File: config.mk
export PLATFORM = sky130hd
export DESIGN_NAME = phy_rx_link_ctrl
export DESIGN_NICKNAME = d
export VERILOG_FILES = /design/src/rtl/phy_pkg.sv /design/src/rtl/phy_lane_rr.sv /design/src/rtl/phy_rx_link_ctrl.sv
export SDC_FILE = /design/constraint.sdc
export NUM_CORES = 1
export LEC_CHECK = 0
export CAP_MARGIN = 20
export CELL_PAD_IN_SITES_DETAIL_PLACEMENT = 0
export CELL_PAD_IN_SITES_GLOBAL_PLACEMENT = 1
export CORE_MARGIN = 3
export CORE_UTILIZATION = 35
export CTS_CLUSTER_SIZE = 16
export DETAILED_ROUTE_END_ITERATION = 16
export PLACE_DENSITY_LB_ADDON = 0.25
export SLEW_MARGIN = 20
export SYNTH_ARGS = -nofsm -noshare
export SYNTH_HDL_FRONTEND = slang
export SYNTH_SLANG_ARGS = --single-unit
File: constraint.sdc
create_clock -name clk_4f -period 4.3 [get_ports clk_4f]
set_input_delay 0.86 -clock clk_4f [delete_from_list [all_inputs] [get_ports clk_4f]]
set_output_delay 0.86 -clock clk_4f [all_outputs]
set_load 0.1 [all_outputs]
File: src/rtl/phy_pkg.sv
// Shared constants, state encoding and small helpers for the PHY receive
// link controller and its lane round-robin pointer.
package phy_pkg;

    // Link state encoding
    localparam logic [1:0] ST_SEARCH = 2'd0;
    localparam logic [1:0] ST_ALIGN  = 2'd1;
    localparam logic [1:0] ST_ACTIVE = 2'd2;

    // Special K-symbols on the byte stream
    localparam logic [7:0] K_COMMA = 8'hBC;
    localparam logic [7:0] K_IDLE  = 8'h7C;

    // Number of demux lanes fed round-robin
    localparam int LANES = 4;

    typedef enum logic [1:0] {
        S_SEARCH = ST_SEARCH,
        S_ALIGN  = ST_ALIGN,
        S_ACTIVE = ST_ACTIVE
    } link_state_e;

    // 4-bit increment that sticks at 15 instead of wrapping
    function automatic logic [3:0] sat_inc4(input logic [3:0] v);
        logic [3:0] r;
        if (v == 4'd15) begin
            r = 4'd15;
        end else begin
            r = v + 4'd1;
        end
        return r;
    endfunction

endpackage

File: src/rtl/phy_lane_rr.sv
// Round-robin lane pointer for the payload demux. Advances by one lane per
// payload byte and wraps after the last lane; clear has priority.
module phy_lane_rr
    import phy_pkg::*;
(
    input  logic       clk,
    input  logic       reset,
    input  logic       clr,
    input  logic       adv,
    output logic [1:0] lane_o
);

    logic [1:0] ptr_q;
    logic [1:0] ptr_d;

    // Next pointer: clear, advance with wrap, or hold
    always_comb begin
        ptr_d = ptr_q;
        if (clr) begin
            ptr_d = 2'd0;
        end else if (adv) begin
            if (ptr_q == 2'(LANES - 1)) begin
                ptr_d = 2'd0;
            end else begin
                ptr_d = ptr_q + 2'd1;
            end
        end else begin
            ptr_d = ptr_q;
        end
    end

    // Pointer register with synchronous active-low reset
    always_ff @(posedge clk) begin
        if (!reset) begin
            ptr_q <= 2'd0;
        end else begin
            ptr_q <= ptr_d;
        end
    end

    assign lane_o = ptr_q;

endmodule

File: src/rtl/phy_rx_link_ctrl.sv
// Receive-path link controller: comma-based sync acquisition, loss-of-sync
// detection (error run / keepalive expiry), comma/idle stripping and
// round-robin lane tagging of payload bytes. All outputs are registered.
module phy_rx_link_ctrl
    import phy_pkg::*;
#(
    parameter logic [7:0] COMMA     = K_COMMA,
    parameter logic [7:0] IDLE      = K_IDLE,
    parameter int         SYNC_CNT  = 4,
    parameter int         ERR_LIMIT = 3,
    parameter int         KEEPALIVE = 64
) (
    input  logic       clk_4f,
    input  logic       reset,
    input  logic [7:0] byte_in,
    input  logic       byte_vld,
    input  logic       byte_err,
    output logic [7:0] data_o,
    output logic       valid_o,
    output logic [1:0] lane_o,
    output logic       active,
    output logic       idle_o,
    output logic       sync_lost,
    output logic [3:0] err_cnt_o
);

    localparam logic [3:0] SYNC_C = 4'(SYNC_CNT);
    localparam logic [3:0] ERR_C  = 4'(ERR_LIMIT);
    localparam logic [7:0] KA_C   = 8'(KEEPALIVE);

    link_state_e state_q, state_d;
    logic [3:0]  comma_cnt_q, comma_cnt_d;
    logic [3:0]  err_cnt_q, err_cnt_d;
    logic [7:0]  ka_cnt_q, ka_cnt_d;
    logic [7:0]  data_q, data_d;
    logic        valid_q, valid_d;
    logic [1:0]  lane_q, lane_d;
    logic        active_q, active_d;
    logic        idle_q, idle_d;
    logic        sync_lost_q, sync_lost_d;

    logic        lane_clr_s;
    logic        lane_adv_s;
    logic [1:0]  lane_ptr_s;
    logic        clean_comma_s;
    logic        clean_idle_s;
    logic        lose_s;

    assign clean_comma_s = byte_vld && !byte_err && (byte_in == COMMA);
    assign clean_idle_s  = byte_vld && !byte_err && (byte_in == IDLE);

    phy_lane_rr u_lane_rr (
        .clk    (clk_4f),
        .reset  (reset),
        .clr    (lane_clr_s),
        .adv    (lane_adv_s),
        .lane_o (lane_ptr_s)
    );

    // Next-state, counter and output-register computation
    always_comb begin
        state_d     = state_q;
        comma_cnt_d = comma_cnt_q;
        err_cnt_d   = err_cnt_q;
        ka_cnt_d    = ka_cnt_q;
        data_d      = data_q;
        lane_d      = lane_q;
        valid_d     = 1'b0;
        idle_d      = 1'b0;
        sync_lost_d = 1'b0;
        lane_clr_s  = 1'b0;
        lane_adv_s  = 1'b0;
        lose_s      = 1'b0;

        if (byte_vld) begin
            case (state_q)
                S_SEARCH: begin
                    err_cnt_d = 4'd0;
                    ka_cnt_d  = 8'd0;
                    if (clean_comma_s) begin
                        state_d     = S_ALIGN;
                        comma_cnt_d = 4'd1;
                    end else begin
                        comma_cnt_d = 4'd0;
                    end
                end
                S_ALIGN: begin
                    if (clean_comma_s) begin
                        if ((comma_cnt_q + 4'd1) >= SYNC_C) begin
                            // Sync achieved: start ACTIVE with fresh counters and lane 0
                            state_d     = S_ACTIVE;
                            comma_cnt_d = 4'd0;
                            err_cnt_d   = 4'd0;
                            ka_cnt_d    = 8'd0;
                            lane_clr_s  = 1'b1;
                        end else begin
                            comma_cnt_d = comma_cnt_q + 4'd1;
                        end
                    end else begin
                        state_d     = S_SEARCH;
                        comma_cnt_d = 4'd0;
                    end
                end
                S_ACTIVE: begin
                    if (byte_err) begin
                        err_cnt_d = sat_inc4(err_cnt_q);
                        ka_cnt_d  = ka_cnt_q + 8'd1;
                    end else begin
                        err_cnt_d = 4'd0;
                        if (clean_comma_s) begin
                            idle_d   = 1'b1;
                            ka_cnt_d = 8'd0;
                        end else if (clean_idle_s) begin
                            idle_d   = 1'b1;
                            ka_cnt_d = ka_cnt_q + 8'd1;
                        end else begin
                            data_d     = byte_in;
                            valid_d    = 1'b1;
                            lane_d     = lane_ptr_s;
                            lane_adv_s = 1'b1;
                            ka_cnt_d   = ka_cnt_q + 8'd1;
                        end
                    end
                    // Either cause drops the link; a coincidence still yields one pulse
                    lose_s = (byte_err && (err_cnt_d >= ERR_C)) || (ka_cnt_d >= KA_C);
                    if (lose_s) begin
                        state_d     = S_SEARCH;
                        comma_cnt_d = 4'd0;
                        sync_lost_d = 1'b1;
                    end else begin
                        state_d = S_ACTIVE;
                    end
                end
                default: begin
                    state_d     = S_SEARCH;
                    comma_cnt_d = 4'd0;
                    err_cnt_d   = 4'd0;
                    ka_cnt_d    = 8'd0;
                end
            endcase
        end else begin
            // No byte: only the error count is forced to zero outside ACTIVE
            if (state_q != S_ACTIVE) begin
                err_cnt_d = 4'd0;
            end else begin
                err_cnt_d = err_cnt_q;
            end
        end

        active_d = (state_d == S_ACTIVE);
    end

    // State, counters and registered outputs with synchronous active-low reset
    always_ff @(posedge clk_4f) begin
        if (!reset) begin
            state_q     <= S_SEARCH;
            comma_cnt_q <= 4'd0;
            err_cnt_q   <= 4'd0;
            ka_cnt_q    <= 8'd0;
            data_q      <= 8'd0;
            valid_q     <= 1'b0;
            lane_q      <= 2'd0;
            active_q    <= 1'b0;
            idle_q      <= 1'b0;
            sync_lost_q <= 1'b0;
        end else begin
            state_q     <= state_d;
            comma_cnt_q <= comma_cnt_d;
            err_cnt_q   <= err_cnt_d;
            ka_cnt_q    <= ka_cnt_d;
            data_q      <= data_d;
            valid_q     <= valid_d;
            lane_q      <= lane_d;
            active_q    <= active_d;
            idle_q      <= idle_d;
            sync_lost_q <= sync_lost_d;
        end
    end

    assign data_o    = data_q;
    assign valid_o   = valid_q;
    assign lane_o    = lane_q;
    assign active    = active_q;
    assign idle_o    = idle_q;
    assign sync_lost = sync_lost_q;
    assign err_cnt_o = err_cnt_q;

endmodule
==> results of run 1 <==
[cell usage after synthesis (all sizes together) (3+ instances only)]
| library cell | n |
|---|---|
| o22a | 4 |
| nor2 | 14 |
| dfxtp | 34 |
| a21oi | 4 |
| inv | 8 |
| nand2 | 16 |
| nor3 | 3 |
| nor2b | 13 |
| nand3 | 10 |
| ha | 4 |
| mux2i | 14 |
| and3 | 4 |
| nand4 | 3 |
| o21ai | 12 |
[state kept, by name, indices dropped and copies added (netlist names)]
signal and count:
idle_o 1, active 1, comma_cnt_q 4, u_lane_rr.lane_o 2, state_q 2, err_cnt_o 4, valid_o 1, lane_o 2
sync_lost 1, ka_cnt_q 8, data_o 8
[tightest hold or removal path: stages, from the launching register on]
cell and delay (ps):
sky130_fd_sc_hd__dfxtp_1 330, sky130_fd_sc_hd__nand2_1 60, sky130_fd_sc_hd__a21oi_1 50
[final cells by class]
cell class	count	area, um^2
fillers	443	2370
multi-input cells	136	916
flip-flops and latches	34	681
repair buffers	29	290
clock buffers	7	86.3
well taps	52	65.1
inverters	8	30.0
clock inverters	1	5.00
[power by group through the flow]
stage / sequential, mW / clock [mW] / combinational, mW
floorplan: 0.322 / 0 / 0.0107
global placement: 0.322 / 0 / 0.0268
detailed placement: 0.322 / 0 / 0.0271
CTS: 0.315 / 0.253 / 0.0272
global route: 0.314 / 0.269 / 0.0287
finish: 0.315 / 0.242 / 0.0268
[kinds of logic (layout without fill, tap and decap cells)]
logic type	count (synthesis)	count (layout)	synth area share, %
AND/OR/NAND/NOR	73	73	23.8
XOR/XNOR	3	3	1.59
adder cells (fa/ha/maj)	4	4	3.03
buffers and inverters	12	45	3.41
flip-flops	34	34	41.2
multiplexers	14	14	8.48
AO/OA/AOI/OAI	42	42	18.5
[metal layers]
metal / track usage, % / vias to the layer above
met1: 16.8 / 648
met2: 23.9 / 25
met4: 5.34 / 0
li1: - / 726
met3: 4.54 / 5
met5: 0 / -
[worst paths after layout]
path / from / to / cells after the start
setup reg to reg: state_q[1] / u_lane_rr.lane_o[0] / 4
hold reg to reg: u_lane_rr.lane_o[0] / u_lane_rr.lane_o[0] / 2
setup / recovery: byte_err / u_lane_rr.lane_o[0] / 6
hold / removal: u_lane_rr.lane_o[0] / u_lane_rr.lane_o[0] / 2
[metrics by stage]
stage               power (mW)  instances  setup WS (ps)
CTS                      0.595        267           1250
finish                   0.584        267           1280
global route             0.612        267           1120
detailed placement       0.349        259            945
global placement         0.349        259           1060
floorplan                0.333        182           2070
==> impl.org, run 1 <==
** Run status
- The flow ran to the end, and the final reports show no timing, DRC or antenna violations.

** Pwr
- In this run the static leakage power is about 0.83 nW.
- The analysis attributes to net switching a power of 0.126 mW.
- Internal power contribution :: about 0.46 mW
- In this run the power density over the cells is 282 mW/mm^2.
- Sw Ratio :: 21.5%
- Clock share of power :: 41.5%
- Peak VDD IR :: 0.138 mV
- Sequential cells account for 53.9% of the total power.
- Part of the total power dissipated in combinational logic :: roughly 4.6%

** Global route
- Entering global routing, the biggest net connects 25 pins.
- Antenna violations before repair :: 0
- The via count of the first global-routing pass came to between 1000 and 1500.
- Final global-route overflow total :: 0
- Global routing used 14.2% of the available tracks.
- Global-route wire length before repair :: around 6000 um

** Detailed routing
- Routed length per placed instance :: 13.4 um
- DRC Markers :: 0
- Initial detailed-routing violation count :: 79
- Summed over all layers, the routed wires come to 3580 um.
- First-pass iteration count of the detailed router :: 4
- For this block, wires on met1 add up to approximately 1600 um.
- In this run the remaining antenna-violating nets after routing total 0.
- Detailed-route via count :: 1404
- Detailed-routed wire length on met2 :: approximately 1700 um
- Mean number of vias per cell :: 5.26
- Detailed routing placed a total of 189 um of wire on met3.
- The highest metal layer carrying signal wires in the routed design is met4.

** Timing
- Number of setup violations in the final report :: 0
- Final hold vios :: 0
- Setup repair after global routing left no endpoint under its margin.
- Skew final :: 2.98 ps
- Final critical-path required period :: 3020 ps
- Headroom to the max-slew limit came out at roughly a third.
- Actual slew at the worst max-slew pin :: 973 ps
- Timing would allow up to 331 MHz.
- The tightest hold path in the finished design has a slack of 493 ps.
- Of the available clock period, the critical path in the final layout requires 70.3%.
- Final number of max-transition violations :: 0
- After routing, the total negative slack on setup checks comes to 0 ps.

** Synth
- For this run, the register share of the synthesized area comes to roughly two fifths.
- Counting every net in the synthesized netlist gives a little under 200.
- The biggest area contributor in the post-synthesis netlist is sky130_fd_sc_hd__dfxtp_1.
- Sorting the synthesized cells by area gives the leading types as sky130_fd_sc_hd__dfxtp_1 41%, sky130_fd_sc_hd__mux2i_1 8.5%, sky130_fd_sc_hd__nor2b_1 4.9%, sky130_fd_sc_hd__nand2_1 3.6%, sky130_fd_sc_hd__nor2_1 3.2%.
- Gate count after technology mapping :: 182
- Number of synthesized register bits :: 34
- Number of flops mapped to enable cells by yosys :: 0
- Unique cell type count in the Yosys netlist :: 47
- The synthesized design devotes to its leading area cell type 41.2% of total area.
- Most common flop cell mapped by yosys :: sky130_fd_sc_hd__dfxtp_1
- Avg Inst Size Synth :: about 9.1 um^2
- Yosys printed 0 warnings.
- Counting flops with an async set or reset pin after synthesis yields a share of 0%.
- The mapped netlist covers 0.00165 mm^2.

** CTS
- TritonCTS built the clock tree.
- CTS hold repair buffers :: 0
- Number of buffers added by the clock tree synthesis step :: 5
- Clock-pin slew of the registers on the worst-case setup and hold paths :: 70 ps
- The number of setup buffers added after CTS is 0.
- Clock network latency to the later pin of the worst-skew pair :: between 200 and 300 ps
- Clk buf depth :: 2
- Post-cts gate resize count :: 0
- Root cell of the clock tree :: sky130_fd_sc_hd__clkbuf_8
- Clock Sink Count :: 34
- H-tree Lvls :: 2

** Setup path
- Standard cell with the maximum stage delay on the critical path :: sky130_fd_sc_hd__nand4b_1
- Traced cell by cell, the critical path runs through clkdlybuf4s50_1, and4bb_1, nand3_1, nand4b_1, or3_1, a21oi_1.
- Data on the critical path is required at its endpoint by between 4000 and 5000 ps.
- Startpoint class of the critical path :: input pin
- The worst setup path is of the in -> reg kind.
- Crit path max-delay family :: simple AND/OR/NAND/NOR gates
- The largest single stage delay on the critical path is 650 ps.
- Data arrives at the worst endpoint at ~3300 ps.
- The number of buffers and inverters on the critical path is 1.
- The worst register-to-register path has a setup slack of approximately 2000 ps.
- The worst setup path is captured at a flop.
- Of all nets on the critical path, the largest fanout is 13.

** Floorplan
- Placement Rows :: 24
- Floorplan Core Area :: 0.00444 mm^2
- Chip Width :: 74.7 um
- Overall die height :: around 75 um
- Die ar. :: 0.00558 mm^2
- Boundary Pins :: 30
- The initial utilization of the core area, before any placement, comes to 37.2%.

** Final layout
- The library cells used most frequently in the layout, excluding fill and tap cells, are 34 x sky130_fd_sc_hd__dfxtp_1, 29 x sky130_fd_sc_hd__clkdlybuf4s50_1, 16 x sky130_fd_sc_hd__nand2_1.
- Compared with the post-synthesis result, the final layout area differs by 25.4%.
- Final core utilization :: 46.6%
- Most frequent standard cell in the layout excluding fill and tap cells :: sky130_fd_sc_hd__dfxtp_1
- After routing the design area is 0.00207 mm^2.
- The net count of the finished layout is 230.
- Of the cells placed in the final design, the portion with a size suffix greater than 1 is under 10%.
- Diode insertion count for antenna repair :: 0

** Placed design
- The placed instances occupy a cell area of 0.00198 mm^2.
- Routability-driven placement finished with a final weighted congestion of 0.864.
- Buffers placed on the I/O ports in this run total 29.
- The HPWL after detailed placement is 2680 um.

** Job
- Max-cap violation count :: 0

** Min path
- In this run the worst hold path is classified as reg -> reg.
Power figures use the tool's default switching activity.
==> inputs of run 2 (changes only) <==
clock period = 2.6 ns   (was 4.3 ns; I/O delays follow)
==> impl.org, run 2 (synthesis gave the netlist of run 1 again) <==
** Setup path
- Critical path capture point type :: flop (unchanged)
- Setup CP Type :: in -> reg (unchanged)
- The sort of element at the start of the critical path was an input pin (unchanged).
- The arrival time of data at the critical path endpoint came to 2240 ps (was 3250 ps).
- Launching point of the worst reg2reg path :: comma_cnt_q[1] (was state_q[1])
- Ordered list of cells on the worst path :: clkdlybuf4s50_1, and4bb_1, nand4b_2, o21ai_1, mux2i_1 (was clkdlybuf4s50_1, and4bb_1, nand3_1, nand4b_1, or3_1, a21oi_1)
- The worst reg2reg path depth is 6 (was 4).
- Delay of the slowest critical-path stage :: 490 ps (was 650 ps)
- Critical register-to-register path endpoint :: ka_cnt_q[7] (was u_lane_rr.lane_o[0])
- The worst-path maximum fanout came to 12 (was 13).
- The data required time of the worst path is 2810 ps (was 4520 ps).
- Standard cell with the maximum stage delay on the critical path :: sky130_fd_sc_hd__clkdlybuf4s50_1 (was sky130_fd_sc_hd__nand4b_1)
- The worst setup slack for register-to-register paths came to 820 ps (was 2010 ps).

** CTS
- Number of buffers added by the clock tree synthesis step :: 5 (unchanged)
- Clock network latency to the later pin of the worst-skew pair :: 280 ps (about the same)
- Root cell of the clock tree :: sky130_fd_sc_hd__clkbuf_8 (unchanged)
- The number of clock sinks was 34 (unchanged).
- The number of gates resized after CTS was 0 (unchanged).
- Number of buffers inserted by post-CTS setup repair :: 0 (unchanged)
- The CTS tree was built (unchanged).
- H-tree Lvls :: 2 (unchanged)
- The number of buffers added to fix hold violations after cts is 0 (unchanged).
- Clock-pin slew of the registers on the worst-case setup and hold paths :: 70 ps (about the same)
- Clk buf depth :: 2 (unchanged)

** Final layout
- The most frequent standard cell in the layout excluding fill and tap cells is sky130_fd_sc_hd__dfxtp_1 (unchanged).
- Area of the multi-input gates :: 916 um^2 (unchanged)
- # nets final :: 234 (was 230)
- The layout cell share with drive strength beyond 1 came to 16.4% (was 6.05%).
- The layout overhead on the synthesized area is 28.4% (was 25.4%).
- Commonest cells after routing, fill and taps aside: 34 x sky130_fd_sc_hd__dfxtp_1, 21 x sky130_fd_sc_hd__buf_4, 16 x sky130_fd_sc_hd__nand2_1 (was 34 x sky130_fd_sc_hd__dfxtp_1, 29 x sky130_fd_sc_hd__clkdlybuf4s50_1, 16 x sky130_fd_sc_hd__nand2_1).
- Fill cell count :: 431 (was 443)
- The post-route non-filler standard cell count was 271 (was 267).
- Sequential Area :: 681 um^2 (unchanged)
- Diode insertion count for antenna repair :: 0 (unchanged)

** Timing
- The final hold violation count was 0 (unchanged).
- Max Clock Freq :: 493 MHz
- Final number of max-transition violations :: 0 (unchanged)
- The sum of negative setup slack came to 0 ps (unchanged).
- The worst-margin pin slew was 451 ps (was 973 ps).
- The relative max-transition margin came to 69.9% (was 34.9%).
- The final setup violation count is 0 (unchanged).
- Part of the cycle the worst path needs :: 78.0%
- Final critical-path required period :: approximately 2000 ps
- Unrepaired setup endpoints after global routing: no (unchanged).
- The post-route clock skew is 5.18 ps (was 2.98 ps).

** Detailed routing
- The number of DRC violations after detailed routing is 0 (unchanged).
- The total number of vias is 1463 (was 1404).
- Initial detailed-routing violation count :: 47 (was 79)
- Detailed-route wire length :: 3840 um (was 3580 um)
- First-pass iteration count of the detailed router :: 4 (unchanged)
- The via density per instance was 5.40 (was 5.26).
- Detail Route Antenna Nets :: 0 (unchanged)
- The routed length per instance is 14.2 um (was 13.4 um).

** Floorplan
- The height of the die was 74.7 um (unchanged).
- The starting density of the core came to 37.2% (unchanged).
- The die width is 74.7 um (unchanged).
- Die ar. :: 0.00558 mm^2 (unchanged)
- Floorplan Core Area :: 0.00444 mm^2 (unchanged)
- The number of rows created at floorplan is 24 (unchanged).
- Boundary Pins :: 30 (unchanged)

** Placed design
- The instance count after placement with tap cells included came to 263 (was 259).
- The number of buffers inserted by port buffering came to 29 (unchanged).
- DPL Wire Length :: 2880 um (was 2680 um)
- GPL Wtd Cong :: 0.872 (was 0.864)

** Pwr
- Part of the total power dissipated in combinational logic :: 4.1% (was 4.6%)
- The net switching power came to 0.217 mW (was 0.126 mW).
- Share of total power in sequential cells :: 44.4% (was 53.9%)
- Sw Ratio :: 18.5% (was 21.5%)
- The overall power consumption came to 1.17 mW (was 0.584 mW).
- Power Density :: 553 mW/mm^2 (was 282 mW/mm^2)
- Peak VDD IR :: 0.376 mV (was 0.138 mV)
- The internal portion of total power is 0.956 mW (was 0.458 mW).
- The portion of total power attributed to the clock network is 51.5% (was 41.5%).
- Leakage :: 0.911 nW (was 0.826 nW)

** Global route
- Final global-route overflow total :: 0 (unchanged)
- The global-route usage over all layers was 15.0% (was 14.2%).
- The first-pass GRT wire length is 6420 um (was 6020 um).
- Via count of the first global-routing pass :: 1438 (was 1353)
- Largest net degree at the start of global routing :: 24 (was 25)
- The number of antenna violations at the first check in global routing is 0 (unchanged).

** Min path
- Hold depth :: 2 (unchanged)
- Startpoint of the most critical hold path :: u_lane_rr.lane_o[0] (unchanged)
- Hold Crit Endpoint :: u_lane_rr.lane_o[0] (unchanged)
- Classification of the worst-slack hold path :: reg -> reg (unchanged)

** Run status
- Result of the run: finished clean (unchanged).

** Job
- The total of max-cap violations is 0 (unchanged).
==> run 2: changes by cell type in the layout (fill, tap and decap cells not counted) <==
cell / delta
sky130_fd_sc_hd__buf_4: +21
sky130_fd_sc_hd__clkdlybuf4s50_1: -18
sky130_fd_sc_hd__bufinv_16: +2
sky130_fd_sc_hd__buf_12: +1
sky130_fd_sc_hd__clkbuf_1: -1
sky130_fd_sc_hd__clkinv_2: -1
==> run 2: final cells by class <==
class | instances | area share (%)
Clock buffer | 6 | 3.89
Tap cell | 52 | 3.07
Sequential cell | 34 | 32.1
Timing Repair Buffer | 33 | 13.6
Clock inverter | 2 | 2.83
Multi-Input combinational cell | 136 | 43.2
Inverter | 8 | 1.42
==> run 2: worst max-delay path: cells and delay by family <==
| family | cells | cell delay (ps) |
|---|---|---|
| AO/OA/AOI/OAI | 1 | 440 |
| buffers and inverters | 1 | 490 |
| multiplexers | 1 | 250 |
| AND/OR/NAND/NOR | 2 | 540 |
==> run 2: power by group through the flow <==
stage | clock, mW | combinational, mW | sequential [mW]
after detailed placement | 0 | 0.0483 | 0.532
final | 0.604 | 0.0486 | 0.520
after floorplan | 0 | 0.0177 | 0.532
after global routing | 0.640 | 0.0523 | 0.520
after CTS | 0.621 | 0.0485 | 0.520
after global placement | 0 | 0.0481 | 0.532
==> run 2: layer usage <==
layer	vias to the layer above	wire length, um	part of all wire, %	track usage (%)
met5	-	0	0	0
met3	4	221	5.8	4.01
li1	733	-	-	-
met4	0	44	1.1	5.93
met2	43	1850	48	25.7
met1	683	1720	45	17.8
==> run 2: worst max path at each step <==
stage | endpoint | start
6_report | err_cnt_o[1] | byte_in[5]
5_1_grt | comma_cnt_q[1] | byte_in[1]
4_1_cts | err_cnt_o[1] | byte_in[4]
3_5_place_dp | err_cnt_o[1] | byte_in[5]
3_3_place_gp | active | byte_err
2_1_floorplan | comma_cnt_q[0] | err_cnt_o[0]
==> run 2: through the flow <==
step	hold WS, ps	setup slack, ps	util, %	cell area [um^2]
finish	499	572	47.7	2120
global route	540	486	47.7	2120
CTS	500	585	47.7	2120
detailed placement	490	289	44.5	1980
global placement	476	339	44.5	1980
floorplan	461	371	-	1650
